==> config.mk <==
export PLATFORM = sky130hd
export DESIGN_NAME = inst_fifo_flat
export DESIGN_NICKNAME = d
export VERILOG_FILES = /design/src/rtl/inst_fifo_if.sv /design/src/rtl/inst_fifo.sv /design/src/flat_wrapper.sv
export SDC_FILE = /design/constraint.sdc
export NUM_CORES = 2
export LEC_CHECK = 0
export BUFFER_PORTS_ARGS = -buffer_cell sky130_fd_sc_hd__buf_2
export CAP_MARGIN = 20
export CORE_MARGIN = 2
export CORE_UTILIZATION = 40
export DETAILED_ROUTE_END_ITERATION = 8
export HOLD_SLACK_MARGIN = 0.08
export PLACE_DENSITY_LB_ADDON = 0.1
export SYNTH_ARGS = -nofsm -noshare
export SYNTH_HDL_FRONTEND = slang
export SYNTH_SLANG_ARGS = --single-unit
==> constraint.sdc <==
create_clock -name clk -period 32.3 [get_ports clk]
set_input_delay 1.615 -clock clk [delete_from_list [all_inputs] [get_ports clk]]
set_output_delay 1.615 -clock clk [all_outputs]
set_load 0.01 [all_outputs]
==> src/rtl/inst_fifo_if.sv <==
// Fetch/decode handshake bundle for the dual-issue instruction buffer.
// The master modport is the fetch/decode side; the slave modport is the FIFO itself.
interface inst_fifo_if #(
  parameter int PTR_W = 4
);
  logic             write_en1;
  logic             write_en2;
  logic [31:0]      write_inst1;
  logic [31:0]      write_addr1;
  logic [31:0]      write_inst2;
  logic [31:0]      write_addr2;

  logic             read_en1;
  logic             read_en2;
  logic [31:0]      read_inst1;
  logic [31:0]      read_addr1;
  logic [31:0]      read_inst2;
  logic [31:0]      read_addr2;
  logic             read_ok1;
  logic             read_ok2;

  logic             empty;
  logic             almost_empty;
  logic             full;
  logic [PTR_W:0]   count;

  modport master (
    output write_en1, write_en2, write_inst1, write_addr1, write_inst2, write_addr2,
    output read_en1, read_en2,
    input  read_inst1, read_addr1, read_inst2, read_addr2, read_ok1, read_ok2,
    input  empty, almost_empty, full, count
  );

  modport slave (
    input  write_en1, write_en2, write_inst1, write_addr1, write_inst2, write_addr2,
    input  read_en1, read_en2,
    output read_inst1, read_addr1, read_inst2, read_addr2, read_ok1, read_ok2,
    output empty, almost_empty, full, count
  );
endinterface

==> src/rtl/inst_fifo.sv <==
// Dual-write / dual-read show-ahead instruction buffer between fetch and decode.
// Entries are {pc, instruction}; head and head+1 are presented combinationally.
module inst_fifo #(
  parameter int DEPTH = 16,
  parameter int PTR_W = 4
) (
  input  logic       clk,
  input  logic       resetn,
  input  logic       fifo_rst,
  inst_fifo_if.slave bus
);

  localparam int CNT_W = PTR_W + 1;
  localparam logic [CNT_W-1:0] CNT_ONE  = CNT_W'(1);
  localparam logic [CNT_W-1:0] CNT_TWO  = CNT_W'(2);
  localparam logic [CNT_W-1:0] CNT_FULL = CNT_W'(DEPTH - 1);

  logic [PTR_W-1:0] wr_ptr_q, wr_ptr_d;
  logic [PTR_W-1:0] rd_ptr_q, rd_ptr_d;
  logic [CNT_W-1:0] count_q,  count_d;
  logic [63:0]      mem_q [DEPTH];
  logic [63:0]      mem_d [DEPTH];

  logic [1:0]       npush;
  logic [1:0]       npop;
  logic             full_w;
  logic [PTR_W-1:0] wr_ptr_nx;
  logic [PTR_W-1:0] rd_ptr_nx;
  logic [63:0]      head1;
  logic [63:0]      head2;

  // Full is judged on the registered count only, so a same-cycle pop never
  // opens room for a push; the whole fetched pair is dropped instead.
  assign full_w    = (count_q >= CNT_FULL);
  assign wr_ptr_nx = wr_ptr_q + PTR_W'(1);
  assign rd_ptr_nx = rd_ptr_q + PTR_W'(1);

  always_comb begin
    npop = 2'd0;
    if (bus.read_en1 && bus.read_en2 && (count_q >= CNT_TWO)) begin
      npop = 2'd2;
    end else if (bus.read_en1 && (count_q >= CNT_ONE)) begin
      npop = 2'd1;
    end
  end

  always_comb begin
    npush = 2'd0;
    if (!full_w && bus.write_en1) begin
      npush = bus.write_en2 ? 2'd2 : 2'd1;
    end
  end

  always_comb begin
    wr_ptr_d = wr_ptr_q + PTR_W'(npush);
    rd_ptr_d = rd_ptr_q + PTR_W'(npop);
    count_d  = count_q + CNT_W'(npush) - CNT_W'(npop);
    if (fifo_rst) begin
      wr_ptr_d = '0;
      rd_ptr_d = '0;
      count_d  = '0;
    end
  end

  // Slot 2 lands at wr_ptr+1, which wraps naturally to index 0 at the top.
  always_comb begin
    for (int i = 0; i < DEPTH; i++) begin
      mem_d[i] = mem_q[i];
    end
    if (!fifo_rst) begin
      if (npush != 2'd0) begin
        mem_d[wr_ptr_q] = {bus.write_addr1, bus.write_inst1};
      end
      if (npush == 2'd2) begin
        mem_d[wr_ptr_nx] = {bus.write_addr2, bus.write_inst2};
      end
    end
  end

  always_ff @(posedge clk) begin
    if (!resetn) begin
      wr_ptr_q <= '0;
      rd_ptr_q <= '0;
      count_q  <= '0;
    end else begin
      wr_ptr_q <= wr_ptr_d;
      rd_ptr_q <= rd_ptr_d;
      count_q  <= count_d;
    end
  end

  always_ff @(posedge clk) begin
    for (int i = 0; i < DEPTH; i++) begin
      mem_q[i] <= mem_d[i];
    end
  end

  assign head1 = mem_q[rd_ptr_q];
  assign head2 = mem_q[rd_ptr_nx];

  // Read data is zeroed whenever its valid is low so decode never sees stale words.
  always_comb begin
    bus.read_ok1     = (count_q >= CNT_ONE);
    bus.read_ok2     = (count_q >= CNT_TWO);
    bus.read_addr1   = 32'd0;
    bus.read_inst1   = 32'd0;
    bus.read_addr2   = 32'd0;
    bus.read_inst2   = 32'd0;
    if (bus.read_ok1) begin
      bus.read_addr1 = head1[63:32];
      bus.read_inst1 = head1[31:0];
    end
    if (bus.read_ok2) begin
      bus.read_addr2 = head2[63:32];
      bus.read_inst2 = head2[31:0];
    end
    bus.empty        = (count_q == '0);
    bus.almost_empty = (count_q == CNT_ONE);
    bus.full         = full_w;
    bus.count        = count_q;
  end

  always_ff @(posedge clk) begin
    if (resetn) begin
      assert (count_q <= CNT_W'(DEPTH));
    end
  end

endmodule
==> src/flat_wrapper.sv <==
// flat-port wrapper written by rule: the top's interface ports become plain ports
module inst_fifo_flat 
#(
  parameter int DEPTH = 16,
  parameter int PTR_W = 4
)
  (clk, resetn, fifo_rst, bus_write_en1, bus_write_en2, bus_write_inst1, bus_write_addr1, bus_write_inst2, bus_write_addr2, bus_read_en1, bus_read_en2, bus_read_inst1, bus_read_addr1, bus_read_inst2, bus_read_addr2, bus_read_ok1, bus_read_ok2, bus_empty, bus_almost_empty, bus_full, bus_count);
  inst_fifo_if #(.PTR_W(PTR_W)) bus_i ();
  input  logic clk;
  input  logic resetn;
  input  logic fifo_rst;
  input wire logic [$bits(bus_i.write_en1)-1:0] bus_write_en1;
  input wire logic [$bits(bus_i.write_en2)-1:0] bus_write_en2;
  input wire logic [$bits(bus_i.write_inst1)-1:0] bus_write_inst1;
  input wire logic [$bits(bus_i.write_addr1)-1:0] bus_write_addr1;
  input wire logic [$bits(bus_i.write_inst2)-1:0] bus_write_inst2;
  input wire logic [$bits(bus_i.write_addr2)-1:0] bus_write_addr2;
  input wire logic [$bits(bus_i.read_en1)-1:0] bus_read_en1;
  input wire logic [$bits(bus_i.read_en2)-1:0] bus_read_en2;
  output wire logic [$bits(bus_i.read_inst1)-1:0] bus_read_inst1;
  output wire logic [$bits(bus_i.read_addr1)-1:0] bus_read_addr1;
  output wire logic [$bits(bus_i.read_inst2)-1:0] bus_read_inst2;
  output wire logic [$bits(bus_i.read_addr2)-1:0] bus_read_addr2;
  output wire logic [$bits(bus_i.read_ok1)-1:0] bus_read_ok1;
  output wire logic [$bits(bus_i.read_ok2)-1:0] bus_read_ok2;
  output wire logic [$bits(bus_i.empty)-1:0] bus_empty;
  output wire logic [$bits(bus_i.almost_empty)-1:0] bus_almost_empty;
  output wire logic [$bits(bus_i.full)-1:0] bus_full;
  output wire logic [$bits(bus_i.count)-1:0] bus_count;
  assign bus_i.write_en1 = bus_write_en1;
  assign bus_i.write_en2 = bus_write_en2;
  assign bus_i.write_inst1 = bus_write_inst1;
  assign bus_i.write_addr1 = bus_write_addr1;
  assign bus_i.write_inst2 = bus_write_inst2;
  assign bus_i.write_addr2 = bus_write_addr2;
  assign bus_i.read_en1 = bus_read_en1;
  assign bus_i.read_en2 = bus_read_en2;
  assign bus_read_inst1 = bus_i.read_inst1;
  assign bus_read_addr1 = bus_i.read_addr1;
  assign bus_read_inst2 = bus_i.read_inst2;
  assign bus_read_addr2 = bus_i.read_addr2;
  assign bus_read_ok1 = bus_i.read_ok1;
  assign bus_read_ok2 = bus_i.read_ok2;
  assign bus_empty = bus_i.empty;
  assign bus_almost_empty = bus_i.almost_empty;
  assign bus_full = bus_i.full;
  assign bus_count = bus_i.count;
  inst_fifo #(.DEPTH(DEPTH), .PTR_W(PTR_W)) u_core (.clk(clk), .resetn(resetn), .fifo_rst(fifo_rst), .bus(bus_i));
endmodule
==> impl_metrics.prom <==
# TYPE chip_impl_metric gauge
chip_impl_info{name="status",value="finished, violations left"} 1
chip_impl_info{name="failed_checks",value="DRC"} 1
chip_impl_metric{name="final_layout_size_suffix_gt1_share",unit="%"} 17.6
chip_impl_metric{name="ys_async_sr_fraction",unit="%"} 0
chip_impl_metric{name="synth-simple-area-share",unit="%"} 19.2
chip_impl_metric{name="top_level_ports",unit=""} 273
chip_impl_metric{name="synth_enable_flop_cells",unit=""} 1024
chip_impl_metric{name="routed_wire_length_per_instance",unit="um"} 33.1
chip_impl_metric{name="timing.final.crit_period",unit="ps"} 7600
chip_impl_metric{name="grt.overflow.total",unit=""} 0
chip_impl_metric{name="synth_adder_area_share",unit="%"} 0.369
chip_impl_metric{name="finalSetupViolCount",unit=""} 0
chip_impl_metric{name="cap_viol_max_count",unit=""} 0
chip_impl_metric{name="cts.repair_timing.setup_buffer_count",unit=""} 0
chip_impl_metric{name="yosys.cell_types.count",unit=""} 46
chip_impl_metric{name="postSynthRegisterBits",unit=""} 1037
chip_impl_info{name="cts_tree",value="done"} 1
chip_impl_info{name="rsz_0062_raised_after_global_routing",value="false"} 1
chip_impl_metric{name="detail_route.vias_per_cell",unit=""} 6.53
chip_impl_info{name="most-common-layout-cells",value="sky130_fd_sc_hd__nand2_1 (2057), sky130_fd_sc_hd__nor2_1 (1040), sky130_fd_sc_hd__a31oi_1 (1024), sky130_fd_sc_hd__edfxtp_1 (1024), sky130_fd_sc_hd__mux4_2 (576)"} 1
chip_impl_metric{name="maxClockFrequency",unit="MHz"} 132
chip_impl_metric{name="cts.hold.buffers_added",unit=""} 0
chip_impl_info{name="path_class",value="flip-flop to output pin"} 1
chip_impl_metric{name="globalplace.congestion",unit=""} 0.817
chip_impl_metric{name="fill_cells",unit=""} 16116
chip_impl_metric{name="htree_levels",unit=""} 4
chip_impl_metric{name="drt_iter0_drc",unit=""} 8871
chip_impl_metric{name="min_period_over_period",unit="%"} 23.5
chip_impl_info{name="crit_path_frequent_cell",value="sky130_fd_sc_hd__buf_4"} 1
chip_impl_metric{name="wire_length_of_the_first_global_routing_pass",unit="um"} 427000
chip_impl_metric{name="cp_data_arrival_time",unit="ps"} 5980
chip_impl_info{name="worst_path_top_cell_family_by_delay",value="buffers and inverters"} 1
chip_impl_metric{name="post_synth_mux_area_share",unit="%"} 19.4
chip_impl_info{name="critical_path_capture_point_type",value="output pin"} 1
chip_impl_info{name="crit_path_top_delay_cell",value="sky130_fd_sc_hd__dfxtp_4"} 1
chip_impl_metric{name="final-hold-violation-count",unit=""} 0
chip_impl_metric{name="dp_hpwl",unit="um"} 159000
chip_impl_metric{name="syn_inst",unit=""} 7118
chip_impl_metric{name="core-area",unit="um^2"} 172000
chip_impl_metric{name="power.total",unit="W"} 0.00437
chip_impl_metric{name="final_max_slew_viol_count",unit=""} 0
chip_impl_info{name="largest_family_of_logic_cells_by_synthesized_area",value="multiplexers"} 1
chip_impl_metric{name="synth_compound_gate_area_share",unit="%"} 10.6
chip_impl_metric{name="synth_area",unit="um^2"} 69200
chip_impl_metric{name="power_leakage",unit="nW"} 27.0
chip_impl_info{name="postSynth.topFlopCell",value="sky130_fd_sc_hd__edfxtp_1"} 1
chip_impl_info{name="cp-start-kind",value="flip-flop"} 1
chip_impl_metric{name="power_density",unit="nW/um^2"} 57.9
chip_impl_metric{name="finalCoreUtilization",unit="%"} 43.9
chip_impl_info{name="layout_commonest_cell",value="sky130_fd_sc_hd__nand2_1"} 1
chip_impl_metric{name="cpPeakStageDelay",unit="ps"} 1000
chip_impl_metric{name="syn_avg_cell_area",unit="um^2"} 9.72
chip_impl_metric{name="path_max_fanout",unit=""} 49
chip_impl_metric{name="yosys_warnings",unit=""} 0
chip_impl_metric{name="post_cts_resize_count",unit=""} 0
chip_impl_metric{name="finalHoldWorstSlack",unit="ps"} 650
chip_impl_metric{name="final_antenna_net_count",unit=""} 0
chip_impl_metric{name="design_area",unit="um^2"} 75400
chip_impl_metric{name="layout.nets",unit=""} 6944
chip_impl_metric{name="relSlewSlack",unit="%"} 16.4
chip_impl_info{name="cts.root.buffer_cell",value="sky130_fd_sc_hd__clkbuf_16"} 1
chip_impl_info{name="hp-class",value="flip-flop to flip-flop"} 1
chip_impl_metric{name="clock_path_buffers",unit=""} 3
chip_impl_metric{name="totalWireLength",unit="um"} 306000
chip_impl_metric{name="antenna_found_initial",unit=""} 62
chip_impl_metric{name="numPortBuffers",unit=""} 272
chip_impl_metric{name="clk-insertion-delay-late",unit="ps"} 790
chip_impl_metric{name="ys_seq_area_share",unit="%"} 44.8
chip_impl_metric{name="cts.sink_count",unit=""} 1037
chip_impl_metric{name="power.ir.vdd_worst",unit="mV"} 0.0598
chip_impl_metric{name="synthesis.nets",unit=""} 7271
chip_impl_metric{name="placedInstanceArea",unit="um^2"} 71200
chip_impl_metric{name="routed-via-count",unit=""} 60235
chip_impl_metric{name="clock-skew-final",unit="ps"} 20.3
chip_impl_metric{name="fp.dieArea",unit="um^2"} 176000
chip_impl_metric{name="maximum_number_of_pins_on_one_net_before_global_route_repair",unit=""} 153
chip_impl_info{name="path_cells",value="buf_4 -> buf_4 -> buf_4 -> mux4_2 -> mux4_2 -> and2_1 -> buf_2"} 1
chip_impl_metric{name="worst-slew-pin-transition",unit="ps"} 1250
chip_impl_metric{name="floorplan.initialDensity",unit="%"} 40.3
chip_impl_metric{name="grt_usage",unit="%"} 34.0
chip_impl_metric{name="area_delta_synth_final",unit="%"} 8.94
chip_impl_metric{name="dieHeight",unit="um"} 420
chip_impl_metric{name="number_of_global_route_vias_before_repair",unit=""} 55145
chip_impl_metric{name="cp.required",unit="ps"} 30680
chip_impl_metric{name="die_width",unit="um"} 420
chip_impl_metric{name="timing.critical_path.buf_inv",unit=""} 4
chip_impl_metric{name="detailed_routing_iteration_count_for_the_pre_antenna_repair_pass",unit=""} 9
chip_impl_metric{name="numCtsBuffers",unit=""} 132
chip_impl_metric{name="rows",unit=""} 152
chip_impl_metric{name="yosys.area_share.xor_xnor",unit="%"} 0.114
chip_impl_metric{name="totalNegativeSetupSlack",unit="ps"} 0
chip_impl_metric{name="drc",unit=""} 15
chip_impl_metric{name="clk_pin_slew_worst_paths",unit="ps"} 60
-- metal layers --
metal	global-route usage [%]	vias up	part of all wire (%)
li1	-	25153	-
met1	45.3	30096	38
met2	53.4	4202	46
met3	6.17	760	11
met4	16.9	24	5.0
met5	0	-	0.051
-- metrics by stage --
stage	cells	setup slack, ps
finish	9230	24700
global route	9221	24370
global placement	8962	25440
CTS	9192	24540
floorplan	7118	6690
detailed placement	8964	25360
-- area by class of cell --
cell class / instances / area, um^2 / share of cell area [%]
Multi-Input combinational cell: 5170 / 34800 / 46.1
Sequential cell: 1037 / 31000 / 41.2
Clock buffer: 164 / 3470 / 4.60
Tap cell: 2310 / 2890 / 3.84
Timing Repair Buffer: 394 / 2350 / 3.12
Clock inverter: 64 / 562 / 0.746
Inverter: 56 / 218 / 0.289
Antenna cell: 35 / 87.6 / 0.116
-- Yosys cell counts (20+ instances only) --
master | instances | area [um^2]
sky130_fd_sc_hd__nor2b_1 | 91 | 569
sky130_fd_sc_hd__o22ai_1 | 21 | 131
sky130_fd_sc_hd__buf_1 | 109 | 409
sky130_fd_sc_hd__mux2i_1 | 42 | 420
sky130_fd_sc_hd__nand3_1 | 46 | 230
sky130_fd_sc_hd__buf_2 | 187 | 936
sky130_fd_sc_hd__inv_1 | 56 | 210
sky130_fd_sc_hd__o31a_1 | 43 | 377
sky130_fd_sc_hd__and2_1 | 72 | 450
sky130_fd_sc_hd__a31oi_1 | 1024 | 6410
sky130_fd_sc_hd__clkbuf_1 | 520 | 1950
sky130_fd_sc_hd__o21ai_0 | 46 | 230
sky130_fd_sc_hd__edfxtp_1 | 1024 | 30700
sky130_fd_sc_hd__mux4_2 | 576 | 13000
sky130_fd_sc_hd__buf_4 | 20 | 150
sky130_fd_sc_hd__nand2_1 | 2083 | 7820
sky130_fd_sc_hd__nor2_1 | 1046 | 3930
-- logic make-up (layout without fill, tap and decap cells) --
kind of cell / after synthesis / after routing
multiplexers: 618 / 618
buffers and inverters: 911 / 678
AO/OA/AOI/OAI: 1152 / 1152
XOR/XNOR: 9 / 9
flip-flops: 1037 / 1037
adder cells (fa/ha/maj): 18 / 18
AND/OR/NAND/NOR: 3373 / 3373
other: 0 / 35
-- sequential cells by signal (all words and copies together), names as in the netlist --
name / flops
u_core.mem_q: 1024
u_core.bus.count: 5
u_core.rd_ptr_q: 4
u_core.wr_ptr_q: 4
-- report_power, final --
part	leakage (nW)	switching, W	internal, W
Sequential	10.1	0.0000867	0.00160
Combinational	14.9	0.000686	0.000528
Clock	1.98	0.000638	0.000824
-- tightest hold or removal path, stage by stage (launching register included) --
cell,delay [ps]
sky130_fd_sc_hd__edfxtp_1,360
sky130_fd_sc_hd__nand2_1,60
sky130_fd_sc_hd__a31oi_1,120
-- final timing paths --
check	endpoint	slack, ps	cells past startpoint	startpoint
worst min-delay path	u_core.mem_q[10][63]$_DFFE_PN_	650	2	u_core.mem_q[10][63]$_DFFE_PN_
worst min register to register	u_core.mem_q[10][63]$_DFFE_PN_	650	2	u_core.mem_q[10][63]$_DFFE_PN_
worst max-delay path	bus_read_inst1[23]	24700	7	u_core.rd_ptr_q[1]$_SDFF_PP0_
worst max register to register	u_core.mem_q[3][30]$_DFFE_PN_	27740	9	u_core.bus.count[4]$_SDFF_PP0_
No activity file was read; power rests on OpenSTA's default activity.
